===== config.mk =====
export PLATFORM = sky130hd
export DESIGN_NAME = uart_rx_flat
export DESIGN_NICKNAME = d
export VERILOG_FILES = /design/src/rtl/uart_rx_if.sv /design/src/rtl/uart_rx.sv /design/src/flat_wrapper.sv
export SDC_FILE = /design/constraint.sdc
export NUM_CORES = 1
export LEC_CHECK = 0
export ABC_AREA = 1
export BUFFER_PORTS_ARGS = -buffer_cell sky130_fd_sc_hd__buf_2
export CELL_PAD_IN_SITES_DETAIL_PLACEMENT = 0
export CELL_PAD_IN_SITES_GLOBAL_PLACEMENT = 2
export CORE_UTILIZATION = 30
export DETAILED_ROUTE_END_ITERATION = 8
export HOLD_SLACK_MARGIN = 0.02
export PLACE_DENSITY_LB_ADDON = 0.1
export SYNTH_ARGS = -nofsm -noshare
export SYNTH_HDL_FRONTEND = slang
export SYNTH_SLANG_ARGS = --single-unit

===== constraint.sdc =====
create_clock -name clk -period 1.6 [get_ports clk]
set_clock_uncertainty 0.05 [all_clocks]
set_input_delay 0.32 -clock clk [delete_from_list [all_inputs] [get_ports clk]]
set_output_delay 0.32 -clock clk [all_outputs]
set_load 0.05 [all_outputs]

===== src/rtl/uart_rx_if.sv =====
// Receive-side bundle of the UART receiver.
// The slave modport belongs to the receiver. It samples rx_serial and drives
// the byte, the status pulses and the FSM state.
// The master modport belongs to whatever drives the line and consumes bytes.
// Handshake: rx_dv is a one-cycle pulse with no back-pressure. rx_byte is
// valid in the rx_dv cycle and is held until the next good frame.
// rx_frame_err is a one-cycle pulse and never coincides with rx_dv.
interface uart_rx_if;
    logic       rx_serial;
    logic [7:0] rx_byte;
    logic       rx_dv;
    logic       rx_busy;
    logic       rx_frame_err;
    logic [2:0] state;

    modport slave (
        input  rx_serial,
        output rx_byte,
        output rx_dv,
        output rx_busy,
        output rx_frame_err,
        output state
    );

    modport master (
        output rx_serial,
        input  rx_byte,
        input  rx_dv,
        input  rx_busy,
        input  rx_frame_err,
        input  state
    );
endinterface


===== src/rtl/uart_rx.sv =====
// 8N1 UART receiver.
// The receiver synchronises the line with two flops and samples each bit at
// mid-bit. A good frame updates rx_byte and pulses rx_dv.
// A low stop bit pulses rx_frame_err. The FSM then parks in BREAK until the
// line returns high.
module uart_rx #(
    parameter int CLKS_PER_BIT = 868,
    parameter int DATA_BITS    = 8
) (
    input  logic     clk,
    input  logic     reset,
    uart_rx_if.slave bus
);

    localparam int CNT_W = $clog2(CLKS_PER_BIT);
    localparam logic [CNT_W-1:0] HALF_CNT = CNT_W'((CLKS_PER_BIT - 1) / 2);
    localparam logic [CNT_W-1:0] FULL_CNT = CNT_W'(CLKS_PER_BIT - 1);
    localparam logic [2:0]       LAST_IDX = 3'(DATA_BITS - 1);

    typedef enum logic [2:0] {
        IDLE    = 3'd0,
        START   = 3'd1,
        DATA    = 3'd2,
        STOP    = 3'd3,
        CLEANUP = 3'd4,
        BREAK   = 3'd5
    } state_t;

    state_t           state_q, state_d;
    logic [CNT_W-1:0] clk_cnt_q, clk_cnt_d;
    logic [2:0]       bit_idx_q, bit_idx_d;
    logic [7:0]       shift_q, shift_d;
    logic [7:0]       byte_q, byte_d;
    logic             dv_q, dv_d;
    logic             err_q, err_d;
    logic [1:0]       sync_q;
    logic             rx_s;

    // Two-flop synchroniser. It resets to the idle-high line level.
    always_ff @(posedge clk) begin
        if (reset) begin
            sync_q <= 2'b11;
        end else begin
            sync_q <= {sync_q[0], bus.rx_serial};
        end
    end

    assign rx_s = sync_q[1];

    // State and datapath registers.
    always_ff @(posedge clk) begin
        if (reset) begin
            state_q   <= IDLE;
            clk_cnt_q <= '0;
            bit_idx_q <= '0;
            shift_q   <= '0;
            byte_q    <= '0;
            dv_q      <= 1'b0;
            err_q     <= 1'b0;
        end else begin
            state_q   <= state_d;
            clk_cnt_q <= clk_cnt_d;
            bit_idx_q <= bit_idx_d;
            shift_q   <= shift_d;
            byte_q    <= byte_d;
            dv_q      <= dv_d;
            err_q     <= err_d;
        end
    end

    // Next-state logic: bit timing, start qualification and framing.
    always_comb begin
        state_d   = state_q;
        clk_cnt_d = clk_cnt_q;
        bit_idx_d = bit_idx_q;
        shift_d   = shift_q;
        byte_d    = byte_q;
        dv_d      = 1'b0;
        err_d     = 1'b0;

        case (state_q)
            IDLE: begin
                clk_cnt_d = '0;
                bit_idx_d = '0;
                if (!rx_s) begin
                    state_d = START;
                end
            end

            START: begin
                if (clk_cnt_q == HALF_CNT) begin
                    clk_cnt_d = '0;
                    // If the line is high again at mid start bit, the low
                    // pulse was a glitch and is dropped silently.
                    state_d   = rx_s ? IDLE : DATA;
                end else begin
                    clk_cnt_d = clk_cnt_q + 1'b1;
                end
            end

            DATA: begin
                if (clk_cnt_q == FULL_CNT) begin
                    clk_cnt_d          = '0;
                    shift_d[bit_idx_q] = rx_s;
                    if (bit_idx_q == LAST_IDX) begin
                        bit_idx_d = '0;
                        state_d   = STOP;
                    end else begin
                        bit_idx_d = bit_idx_q + 1'b1;
                    end
                end else begin
                    clk_cnt_d = clk_cnt_q + 1'b1;
                end
            end

            STOP: begin
                if (clk_cnt_q == FULL_CNT) begin
                    clk_cnt_d = '0;
                    if (rx_s) begin
                        byte_d  = shift_q;
                        dv_d    = 1'b1;
                        state_d = CLEANUP;
                    end else begin
                        err_d   = 1'b1;
                        state_d = BREAK;
                    end
                end else begin
                    clk_cnt_d = clk_cnt_q + 1'b1;
                end
            end

            CLEANUP: begin
                state_d = IDLE;
            end

            BREAK: begin
                // A stuck-low line must not look like a new start bit.
                if (rx_s) begin
                    state_d = IDLE;
                end
            end

            default: begin
                state_d = IDLE;
            end
        endcase
    end

    assign bus.rx_byte      = byte_q;
    assign bus.rx_dv        = dv_q;
    assign bus.rx_frame_err = err_q;
    assign bus.rx_busy      = (state_q != IDLE);
    assign bus.state        = state_q;

endmodule


===== src/flat_wrapper.sv =====
// flat-port wrapper written by rule: the top's interface ports become plain ports
module uart_rx_flat 
#(
    parameter int CLKS_PER_BIT = 868,
    parameter int DATA_BITS    = 8
)
  (clk, reset, bus_rx_serial, bus_rx_byte, bus_rx_dv, bus_rx_busy, bus_rx_frame_err, bus_state);
  uart_rx_if bus_i ();
  input  logic clk;
  input  logic reset;
  input wire logic [$bits(bus_i.rx_serial)-1:0] bus_rx_serial;
  output wire logic [$bits(bus_i.rx_byte)-1:0] bus_rx_byte;
  output wire logic [$bits(bus_i.rx_dv)-1:0] bus_rx_dv;
  output wire logic [$bits(bus_i.rx_busy)-1:0] bus_rx_busy;
  output wire logic [$bits(bus_i.rx_frame_err)-1:0] bus_rx_frame_err;
  output wire logic [$bits(bus_i.state)-1:0] bus_state;
  assign bus_i.rx_serial = bus_rx_serial;
  assign bus_rx_byte = bus_i.rx_byte;
  assign bus_rx_dv = bus_i.rx_dv;
  assign bus_rx_busy = bus_i.rx_busy;
  assign bus_rx_frame_err = bus_i.rx_frame_err;
  assign bus_state = bus_i.state;
  uart_rx #(.CLKS_PER_BIT(CLKS_PER_BIT), .DATA_BITS(DATA_BITS)) u_core (.clk(clk), .reset(reset), .bus(bus_i));
endmodule

---- Word-level counts from Yosys, hierarchy flattened ----
Cells that the tools add are included.
word-level totals
  flip-flop bits (word level) ............. 36
  input bits .............................. 3
operators by class
  add/subtract/negate cells ............... 2
  $lt $le $gt $ge ......................... 2
  equality and inequality tests ........... 13
  mux-type cells .......................... 20
  bitwise logic cells ..................... 2
  reductions and logical operators ........ 11
operator list
  cell                   number
  $pmux 10 s3            1
  $mux 3                 8
  $mux 10                2
  $pmux 3 s5             1
  $add 10x1->10 const B  1
  $eq 10x10->1 const B   1
  $eq 10x9->1 const B    1
  $ne 2x1->1 const B     5
  $bwmux 8               1
  $eq 3x2->1 const B     2
  $eq 3x3->1 const B     2
  $pmux 3 s2             1
  $reduce_and 6->1       1
  $reduce_bool 3->1      2
  $lt 3x4->1 const B     1
  $mux 1                 4
  $reduce_and 2->1       2
  $add 3x1->3 const B    1
  $demux 1 s3            1
  $eq 3x1->1 const B     1
  $ge 3x1->1 const B     1
  $logic_not 3->1        1
  $reduce_and 3->1       1
  $reduce_or 3->1        1
  6 further kinds        7

---- Depth between registers and ports, before layout ----
Gate-level depths: netlist of run 1.
  depth in word-level cells ............... 5
  gate-level depth with buffers ........... 12
  depth with buffers taken out ............ 11

---- Least setup slack after synthesis of run 1 ----
No wires, ideal clock.
  path type ............................... register -> register
  from .................................... register u_core.state_q[1], in the netlist u_core.bus.state[1]
  to ...................................... register u_core.bit_idx_q[0]
  library setup time ...................... 0.119 ns
  arrival time ............................ 1.560 ns
  data required time ...................... 1.431 ns
  path slack .............................. -0.129 ns
  cell stages (with the launch flop) ...... 6
  buffers on the path ..................... 0
  period minus slack after synthesis ...... 1.729 ns
  cells stage by stage .................... dfxtp_1 inv_1 nand2_1 nand3_1 nand2_1 nor2_1
on the way
  longest elaborated chain between the ends .. 3
RTL lines
  item                                                       RTL line       source
  start, declared                                            uart_rx.sv:29  state_t state_q, state_d;
  start signal, assigned                                     uart_rx.sv:61  state_q <= state_d;
  $eq 3x2->1 or $logic_not 3->1 (tied branches)              uart_rx.sv:81  case (state_q)
  $ne 2x1->1 (no line) or $reduce_bool 2->1 (tied branches)  -
  $reduce_and 2->1 (no line)                                 -
  end signal, assigned                                       uart_rx.sv:63  bit_idx_q <= bit_idx_d;
  end, declared                                              uart_rx.sv:31  logic [2:0] bit_idx_q, bit_idx_d;
Several ways; a longest one is shown, not always the timed one.
A chain may end at the register's enable or synchronous reset.

---- Worst setup path after layout of run 1 ----
  from .................................... register u_core.state_q[2], in the netlist u_core.bus.state[2]
  to ...................................... output bus_rx_busy
on the way
  longest elaborated chain between the ends .. 1
RTL lines
  item               RTL line            source
  $reduce_bool 3->1  uart_rx.sv:152      assign bus.rx_busy = (state_q != IDLE);
  end, declared      flat_wrapper.sv:14  output wire logic [$bits(bus_i.rx_busy)-1:0] bus_rx_busy;
No other way between the ends.

==> results of run 1 <==
cells by family (layout without fill, tap and decap cells):
| kind of cell | after synthesis | in the layout | synth area share |
|---|---|---|---|
| simple gates | 151 | 152 | 0.395 |
| buf+inv | 34 | 63 | 0.0822 |
| flops | 36 | 36 | 0.373 |
| xor+xnor | 3 | 3 | 0.0136 |
| fa+ha+maj | 4 | 4 | 0.0259 |
| compound gates | 35 | 35 | 0.110 |
stage by stage:
| step | TNS [ns] | hold slack (ns) | util | area, sq um |
|---|---|---|---|---|
| 2_1_floorplan | -0.00622 | 0.339 | - | 1940 |
| 3_3_place_gp | 0 | 0.344 | 0.358 | 2170 |
| 3_5_place_dp | 0 | 0.348 | 0.358 | 2170 |
| 4_1_cts | 0 | 0.150 | 0.379 | 2290 |
| 5_1_grt | -0.0824 | 0.157 | 0.387 | 2340 |
| 6_report | 0 | 0.154 | 0.387 | 2340 |
layout make-up:
type	instances	area share
repair buffers	29	0.0822
clock buffers	5	0.0293
clock inverters	3	0.0181
well taps	75	0.0400
inverters	26	0.0470
multi-input cells	194	0.473
flip-flops and latches	36	0.310
power breakdown:
part | leakage (nW) | internal, mW | switching, mW | total (mW)
registers | 0.293 | 0.957 | 0.0751 | 1.03
logic | 0.626 | 0.240 | 0.543 | 0.783
clock network | 0.0541 | 0.461 | 0.356 | 0.817
total | 0.973 | 1.66 | 0.975 | 2.63
cells in the final DEF (no fill, tap or decap), drive strengths merged:
master and count:
a21o 1, a21oi 21, a22oi 2, buf 29, bufinv 1, clkbuf 5, clkinv 4, clkinvlp 1
dfxtp 36, ha 4, inv 23, nand2 58, nand3 28, nand4 12, nor2 50, nor3 2
o21ai 11, or2 2, xor2 3
worst max-delay path: cells and delay by family, from the launching register on:
family / cells / cell delay [ns]
buffers and inverters: 1 / 0.21
and+or+nand+nor: 2 / 0.27
DFF: 1 / 0.38
flip-flops by register name (all words and copies together) (netlist names):
register	cells
u_core.shift_q	8
u_core.bus.rx_frame_err	1
u_core.bus.rx_byte	8
u_core.bus.rx_dv	1
u_core.bus.state	3
u_core.bit_idx_q	3
u_core.clk_cnt_q	10
u_core.sync_q	2
layer usage:
metal / vias up / share of wire / global-route usage
met4: 0 / 0.014 / 0.0526
li1: 921 / - / -
met1: 749 / 0.54 / 0.219
met3: 6 / 0.039 / 0.0363
met5: - / 0 / 0
met2: 25 / 0.41 / 0.223
timing repair:
| action | CTS | global route |
|---|---|---|
| pin swaps | 0 | 0 |
| resized for setup | 4 | 14 |
| cloned | 0 | 1 |
| setup endpoints to repair | 2 | 15 |
worst max path at each step:
stage	endpoint	slack, ns	cells after the start
2_1_floorplan	u_core.bus.state[1]	-0.006	8
3_3_place_gp	u_core.clk_cnt_q[8]	0.06	7
3_5_place_dp	u_core.bus.state[1]	0.02	9
4_1_cts	u_core.clk_cnt_q[8]	0.02	7
5_1_grt	u_core.bus.rx_byte[7]	-0.02	8
6_report	bus_rx_busy	0.09	3
==> Implementation_results.wiki, run 1 <==
{| class="wikitable"
! Metric !! Value
|-
| Filler Cell Count || 658
|-
| Post-synthesis to final-layout area growth || 21.3%
|-
| Clock Root Buffer || clkbuf_8
|-
| Inst Count DP || 359
|-
| Final ANT Viol Nets || 0
|-
| Overall power consumption || 2.63 mW
|-
| Worst Hold Endpoint || u_core.sync_q[0]
|-
| Count of cells along the worst register-to-register path || 6
|-
| Synth Cell Area || 1930 sq um
|-
| Synth Warn # || 0
|-
| Initial standard-cell utilization of the core || 0.319
|-
| Max cap viols || 0
|-
| Synth area leader || dfxtp_1
|-
| Total nets after synthesis || 270
|-
| Insertion delay of the later-clocked pin in the worst-skew pair || 0.29 ns
|-
| Relative slew slack || 0.742
|-
| Hold path depth || 2
|-
| Slack of the critical path || 0.0879 ns
|-
| Fin crit share || 0.945
|-
| Worst Max-Slew Pin Slew || 0.386 ns
|-
| Final std cells w/o fill || 368
|-
| Async SR Flop Fraction || 0
|-
| CTS tree || done
|-
| Number of distinct library cells after synthesis || 31
|-
| Gate count after technology mapping || 263
|-
| Number of buffers inserted to repair setup after CTS || 0
|-
| Number of global-route vias before repair || 1,543
|-
| Worst reg2reg setup slack || 0.11 ns
|-
| Floorplan core area || 6060 sq um
|-
| Fin. Hold Viols || 0
|-
| Data arrival, critical path || 1.14 ns
|-
| Critical path required time || 1.23 ns
|-
| Area taken by flip-flops and latches || 727 sq um
|-
| Critical register-to-register path endpoint || u_core.bus.state[1]
|-
| Total Wirelength || 4690 um
|-
| Number of clock sinks seen by CTS || 36
|-
| Detailed Route Iter0 Violations || 72
|-
| Antenna cells || 0
|-
| Site row count || 28
|-
| Main flop type after synthesis || dfxtp_1
|-
| Areal power density over the cells || 1120 nW/um^2
|-
| CTS Buffer Depth || 2
|-
| Type of element capturing the critical path || output port
|-
| Count of boundary I/O pins || 17
|-
| IR drop worst, VDD || 0.655 mV
|-
| Post-layout minimum cycle time || 1.51 ns
|-
| Layout cell share with drive strength beyond 1 || 0.317
|-
| Nets@finish || 299
|-
| Share of the yosys chip area belonging to registers || 0.373
|-
| Achievable Freq || 0.661 GHz
|-
| Outcome || completed
|-
| Footprint of the multi-input gates || 1110 sq um
|-
| GPL Wtd Cong || 0.766
|-
| Clock transition at path regs || 0.08 ns
|-
| RSZ-0062 raised after global routing || yes
|-
| Min-delay src || bus_rx_serial
|-
| DRC violations left || 0
|-
| Crit Path Max Fanout || 8
|-
| Average wire per cell in the routed design || 12.8 um
|-
| Die Outline Area || 6770 sq um
|-
| Hold bufs inserted after CTS || 0
|-
| Area share of the largest cell type after synthesis || 0.373
|-
| First-pass DRT Iterations || 4
|-
| Cell breakdown of the critical path || nor2_4 > nand2_2 > buf_4
|-
| Via count normalized by instance count || 4.62
|-
| Type of the worst setup path || reg2out
|-
| Crit-path max cell delay || 0.38 ns
|-
| Beginning of the worst register-to-register path || u_core.bit_idx_q[0]
|-
| Antenna violations before repair || 0
|-
| Count of vias placed by the detailed router || 1,701
|-
| Total gr overflow || 0
|-
| Most frequently used cell type in the post-synthesis netlist || nand2_1
|-
| Die extent in x || 82.3 um
|-
| Startpoint of the most critical setup path || u_core.bus.state[2]
|-
| List of most frequent post-synthesis cells || 53 x nand2_1, 44 x nor2_1, 36 x dfxtp_1, 19 x inv_1, 15 x nand3_1
|-
| Worst min-delay path class || in2reg
|-
| Count of input and output buffers || 16
|-
| Die Y || 82.3 um
|-
| Leakage power || 0.973 nW
|-
| Synthesized area per cell || 7.35 sq um
|-
| GRT Total Usage || 0.153
|-
| Number of flops mapped to enable cells by yosys || 0
|-
| Main area contributors after synthesis || dfxtp_1 37%, nand2_1 10%, nor2_1 8.5%, nand3_2 5.2%, nand3_1 3.9%
|-
| Half-perimeter wire length after detailed placement || 3330 um
|-
| Category of the worst setup path launch point || flip-flop
|-
| Number of slew-limit violations in the final report || 0
|-
| Worst setup slack after placement || 0.0156 ns
|-
| First-pass GRT wire length || 7670 um
|-
| Setup violations, final || 0
|-
| Num CTS Buffers || 5
|-
| Pin count of the biggest net entering global routing || 23
|-
| CTS H-tree depth || 2
|-
| Master of the slowest instance on the critical path || dfxtp_2
|-
| Number of register bits inferred by synthesis || 36
|}
No activity file was read; power rests on OpenSTA's default activity.
==> run 2: changes to the inputs <==
Settings changed: ABC_AREA 1 to not set, CELL_PAD_IN_SITES_DETAIL_PLACEMENT 0 to not set, CELL_PAD_IN_SITES_GLOBAL_PLACEMENT 2 to not set, CORE_UTILIZATION 30 to 52, PLACE_DENSITY set to 0.81, PLACE_DENSITY_LB_ADDON 0.1 to not set.
==> run 2 against run 1 <==
Compared with the run above:
- the run now ends with negative setup slack left
- utilization increased by 41 points
- routed wire length rose by 19%
- worst setup slack got worse by 0.36 ns
- critical path type is now reg2reg
- largest power group unchanged
==> Implementation_results.wiki, run 2 <==
{| class="wikitable"
! Metric !! Value
|-
| Top register by number of flip-flops || u_core.clk_cnt_q
|-
| Synth area leader || dfxtp_1
|-
| Worst setup slack after placement || -0.159 ns
|-
| Final ANT Viol Nets || 0
|-
| Hold path depth || 2
|-
| Pin count of the biggest net entering global routing || 16
|-
| Antenna cells || 0
|-
| Total Wirelength || 5560 um
|-
| Global Route met3 Usage || 0.0672
|-
| RSZ-0062 raised after global routing || yes
|-
| Final Core Density || 0.799
|-
| Number of distinct library cells after synthesis || 42
|-
| Die Y || 61.7 um
|-
| Areal power density over the cells || 625 nW/um^2
|-
| Num CTS Buffers || 5
|-
| Number of clock sinks seen by CTS || 36
|-
| Count of cells along the worst register-to-register path || 7
|-
| Total nets after synthesis || 222
|-
| Nets@finish || 278
|-
| Number of flops mapped to enable cells by yosys || 0
|-
| Worst Max-Slew Pin Slew || 0.542 ns
|-
| Met2 Resource Use GR || 0.493
|-
| GPL Wtd Cong || 0.866
|-
| Inst Count DP || 295
|-
| Worst min-delay path class || in2reg
|-
| Area share of the largest cell type after synthesis || 0.389
|-
| Layout cell share with drive strength beyond 1 || 0.445
|-
| Setup violations, final || 28
|-
| Beginning of the worst register-to-register path || u_core.clk_cnt_q[1]
|-
| First-pass GRT wire length || 7950 um
|-
| Min-delay src || bus_rx_serial
|-
| Gate count after technology mapping || 215
|-
| Achievable Freq || 0.534 GHz
|-
| Main flop type after synthesis || dfxtp_1
|-
| Fin crit share || 1.17
|-
| Main area contributors after synthesis || dfxtp_1 39%, mux2i_1 7.6%, nor2_1 5.7%, nand4_1 3.0%, ha_1 2.7%
|-
| Crit Path Max Fanout || 6
|-
| DRC violations left || 0
|-
| Via count normalized by instance count || 6.01
|-
| Type of the worst setup path || reg2reg
|-
| Hold bufs inserted after CTS || 0
|-
| Number of register bits inferred by synthesis || 36
|-
| Number of slew-limit violations in the final report || 0
|-
| First-pass DRT Iterations || 4
|-
| Total gr overflow || 0
|-
| Post-synthesis to final-layout area growth || 45.2%
|-
| Number of global-route vias before repair || 1,722
|-
| Async SR Flop Fraction || 0
|-
| Worst reg2reg setup slack || -0.27 ns
|-
| GRT Total Usage || 0.292
|-
| Leakage power || 1.12 nW
|-
| Count of boundary I/O pins || 17
|-
| Slack of the critical path || -0.274 ns
|-
| List of most frequent post-synthesis cells || 36 x dfxtp_1, 28 x nor2_1, 14 x mux2i_1, 12 x nand2_1, 10 x clkbuf_1
|-
| Met1 usage in global routing || 0.343
|-
| Antenna violations before repair || 0
|-
| Floorplan core area || 3360 sq um
|-
| CTS Buffer Depth || 2
|-
| Type of element capturing the critical path || flip-flop
|-
| Clock Root Buffer || clkbuf_4
|-
| Relative slew slack || 0.634
|-
| CTS tree || done
|-
| Category of the worst setup path launch point || flip-flop
|-
| Most common cell after layout, fill and taps aside || buf_4
|-
| Clock transition at path regs || 0.12 ns
|-
| Insertion delay of the later-clocked pin in the worst-skew pair || 0.35 ns
|-
| Outcome || finished with violations
|-
| Final std cells w/o fill || 318
|-
| IR drop worst, VDD || 0.788 mV
|-
| Count of vias placed by the detailed router || 1,912
|-
| Global routing's busiest layer || met2
|-
| Synthesized area per cell || 8.61 sq um
|-
| Share of the yosys chip area belonging to registers || 0.389
|-
| Summed negative setup slack over all endpoints || -4.63 ns
|-
| Die Outline Area || 3800 sq um
|-
| Half-perimeter wire length after detailed placement || 3010 um
|-
| Failing checks || negative setup slack
|-
| CTS H-tree depth || 2
|-
| Flip-flop count of the largest register, all copies and words added || 10
|-
| Startpoint of the most critical setup path || u_core.clk_cnt_q[1]
|-
| Die extent in x || 61.7 um
|-
| Data arrival, critical path || 2.11 ns
|-
| Average wire per cell in the routed design || 17.5 um
|-
| Fin. Hold Viols || 0
|-
| Most frequent cells in the layout || 37 x buf_4, 31 x dfxtp_1, 28 x nor2_1
|-
| Initial standard-cell utilization of the core || 0.550
|-
| Most frequently used cell type in the post-synthesis netlist || dfxtp_1
|-
| Synth Cell Area || 1850 sq um
|-
| Post-layout minimum cycle time || 1.87 ns
|-
| Detailed Route Iter0 Violations || 171
|-
| Site row count || 21
|-
| Critical path required time || 1.83 ns
|-
| Max cap viols || 0
|-
| Synth Warn # || 0
|-
| Count of input and output buffers || 16
|}
## run 2: power breakdown
| group | internal [mW] | switching [mW] |
|---|---|---|
| clock | 0.327 | 0.327 |
| sequential | 0.896 | 0.00409 |
| combinational | 0.0531 | 0.0711 |
## run 2: worst paths after layout
check                                      endpoint
worst max-delay path            u_core.clk_cnt_q[5]
worst min-delay path               u_core.sync_q[0]
worst max register to register  u_core.clk_cnt_q[5]
worst min register to register     u_core.sync_q[1]
## run 2: stage by stage
step	total power, mW	area (sq um)	hold WS (ns)
global route	1.75	2690	0.0970
global placement	1.02	2250	0.351
finish	1.68	2690	0.108
detailed placement	1.02	2250	0.355
floorplan	0.985	1920	0.339
CTS	1.66	2510	0.112
## run 2: critical path, cell delays in order (launching register included)
cell,delay [ns]
dfxtp_4,0.39
inv_4,0.04
ha_4,0.15
nor4bb_4,0.15
nand4_1,0.17
nand3_4,0.14
or4_4,0.55
a31oi_4,0.18
## run 2: routing by layer
layer / vias to the layer above / wire [um]
met5: - / 0
met4: 0 / 161
met3: 21 / 395
met2: 105 / 2890
met1: 899 / 2120
li1: 887 / -
## run 2: logic make-up (layout without fill, tap and decap cells)
group,after synthesis,count (layout),share of synthesized area
buf+inv,21,77,0.0480
flops,36,36,0.389
mux,16,16,0.0879
fa+ha+maj,4,4,0.0270
compound gates,29,29,0.0913
simple gates,108,109,0.352
xor+xnor,1,1,0.00473
## run 2: cell type report
type	instances	area (sq um)
Multi-Input combinational cell	159	1240
Sequential cell	36	737
Fill cell	210	676
Timing Repair Buffer	67	566
Tap cell	46	57.6
Clock inverter	3	41.3
Clock buffer	5	37.5
Inverter	2	10.0
## run 2: repair_timing
| action | 4_1_cts | 5_1_grt |
|---|---|---|
| gates resized for setup | 35 | 25 |
| setup endpoints to repair | 26 | 33 |
| setup buffers | 5 | 10 |
| cloned | 2 | 0 |
| pin swaps | 11 | 23 |
==> run 3: changes to the inputs <==
Settings changed: MAX_ROUTING_LAYER set to met4.
==> run 3 against run 2 <==
Compared with the run above:
- the flow still finishes with violations (negative setup slack)
- register-to-register slack barely moved
- clock power barely moved
- sequential power barely moved
- worst hold slack got worse by 0.0011 ns
- global-route usage rose by 0.83 points
- fmax barely moved
- cell count did not move
- largest power group unchanged
- highest routed layer unchanged
==> Implementation_results.wiki, run 3 (same netlist as run 2, synthesis figures left out) <==
{| class="wikitable"
! Metric !! Value
|-
| Outcome || finished with violations
|-
| Failing checks || negative setup slack
|-
| Post-synthesis to final-layout area growth || 45.2%
|-
| Most frequent cells in the layout || 37 x buf_4, 31 x dfxtp_1, 28 x nor2_1
|-
| Max cap viols || 0
|-
| CTS Buffer Depth || 2
|-
| Relative slew slack || 0.638
|-
| RSZ-0062 raised after global routing || yes
|-
| GPL Wtd Cong || 0.881
|-
| Clock transition at path regs || 0.12 ns
|-
| Number of global-route vias before repair || 1,722
|-
| Hold bufs inserted after CTS || 0
|-
| Type of element capturing the critical path || flip-flop
|-
| Antenna violations before repair || 0
|-
| IR drop worst, VDD || 0.788 mV
|-
| Initial standard-cell utilization of the core || 0.550
|-
| Leakage power || 1.12 nW
|-
| Category of the worst setup path launch point || flip-flop
|-
| Layout cell share with drive strength beyond 1 || 0.445
|-
| Nets@finish || 278
|-
| Data arrival, critical path || 2.10 ns
|-
| Post-layout minimum cycle time || 1.87 ns
|-
| Number of slew-limit violations in the final report || 0
|-
| Total gr overflow || 0
|-
| Final ANT Viol Nets || 0
|-
| Areal power density over the cells || 624 nW/um^2
|-
| Average wire per cell in the routed design || 17.6 um
|-
| Via count normalized by instance count || 6.03
|-
| CTS H-tree depth || 2
|-
| Worst min-delay path class || in2reg
|-
| Fin. Hold Viols || 0
|-
| First-pass GRT wire length || 7940 um
|-
| Worst Max-Slew Pin Slew || 0.535 ns
|-
| Site row count || 21
|-
| Setup violations, final || 28
|-
| GRT Total Usage || 0.301
|-
| Count of input and output buffers || 16
|-
| Count of vias placed by the detailed router || 1,919
|-
| Worst setup slack after placement || -0.159 ns
|-
| Total Wirelength || 5580 um
|-
| Type of the worst setup path || reg2reg
|-
| Most common cell after layout, fill and taps aside || buf_4
|-
| Number of clock sinks seen by CTS || 36
|-
| Die extent in x || 61.7 um
|-
| Antenna cells || 0
|-
| Top register by number of flip-flops || u_core.clk_cnt_q
|-
| Die Y || 61.7 um
|-
| Flip-flop count of the largest register, all copies and words added || 10
|-
| DRC violations left || 0
|-
| Fin crit share || 1.17
|-
| Pin count of the biggest net entering global routing || 16
|-
| Half-perimeter wire length after detailed placement || 3010 um
|-
| Insertion delay of the later-clocked pin in the worst-skew pair || 0.35 ns
|-
| Achievable Freq || 0.534 GHz
|-
| Die Outline Area || 3800 sq um
|-
| First-pass DRT Iterations || 4
|-
| Detailed Route Iter0 Violations || 231
|-
| Filler Cell Count || 210
|-
| Clock Root Buffer || clkbuf_4
|-
| Summed negative setup slack over all endpoints || -4.69 ns
|-
| Count of boundary I/O pins || 17
|-
| Num CTS Buffers || 5
|-
| Critical path required time || 1.83 ns
|-
| Crit Path Max Fanout || 6
|-
| Floorplan core area || 3360 sq um
|-
| CTS tree || done
|-
| Slack of the critical path || -0.272 ns
|}
-- run 3: cell counts in the layout (fill, tap and decap cells not counted) --
Identical to the previous run, type by type.
-- run 3: metal layers --
| metal | track usage | vias to the layer above | wire length (um) |
|---|---|---|---|
| met5 | - | - | 0 |
| met4 | 0.159 | 0 | 144 |
| met3 | 0.0651 | 19 | 300 |
| met2 | 0.490 | 83 | 2940 |
| met1 | 0.343 | 926 | 2200 |
| li1 | - | 891 | - |
-- run 3: layout make-up --
class	instances	area, sq um	area share
clock buffers	5	37.5	0.0140
clock inverters	3	41.3	0.0154
inverters	2	10.0	0.00372
multi-input cells	159	1240	0.461
flip-flops and latches	36	737	0.274
well taps	46	57.6	0.0214
repair buffers	67	566	0.210
-- run 3: worst max-delay path, cell delays in order (launching register included) --
cell and delay [ns]:
dfxtp_4 0.39, inv_4 0.04, ha_4 0.15, nor4bb_4 0.15, nand4_1 0.17, nand3_4 0.14
or4_4 0.55, a31oi_4 0.18
-- run 3: path summary, 6_finish.rpt --
path | start | endpoint | slack (ns) | cells past startpoint
setup / recovery | u_core.clk_cnt_q[1] | u_core.clk_cnt_q[5] | -0.27 | 7
hold / removal | bus_rx_serial | u_core.sync_q[0] | 0.11 | 2
setup reg to reg | u_core.clk_cnt_q[1] | u_core.clk_cnt_q[5] | -0.27 | 7
hold reg to reg | u_core.sync_q[0] | u_core.sync_q[1] | 0.38 | 1
-- run 3: where the power goes --
group | internal (mW) | switching (mW) | leakage (nW) | total, mW
logic | 0.0531 | 0.0713 | 0.781 | 0.124
registers | 0.896 | 0.00407 | 0.294 | 0.900
clock network | 0.327 | 0.325 | 0.0455 | 0.652
total | 1.28 | 0.400 | 1.12 | 1.68
-- run 3: what timing repair did --
action,CTS,global route
setup buffers,5,10
endpoints found under the setup margin,26,33
pin swaps,11,23
cloned,2,0
gates resized for setup,35,25
-- run 3: metrics by stage --
| step | utilization | power [mW] | instance area [sq um] | hold slack (ns) | instances |
|---|---|---|---|---|---|
| 6_report | 0.799 | 1.68 | 2690 | 0.107 | 318 |
| 3_5_place_dp | 0.668 | 1.02 | 2250 | 0.355 | 295 |
| 3_3_place_gp | 0.668 | 1.02 | 2250 | 0.351 | 295 |
| 2_1_floorplan | - | 0.985 | 1920 | 0.339 | 215 |
| 5_1_grt | 0.799 | 1.75 | 2690 | 0.0970 | 318 |
| 4_1_cts | 0.747 | 1.66 | 2510 | 0.112 | 310 |
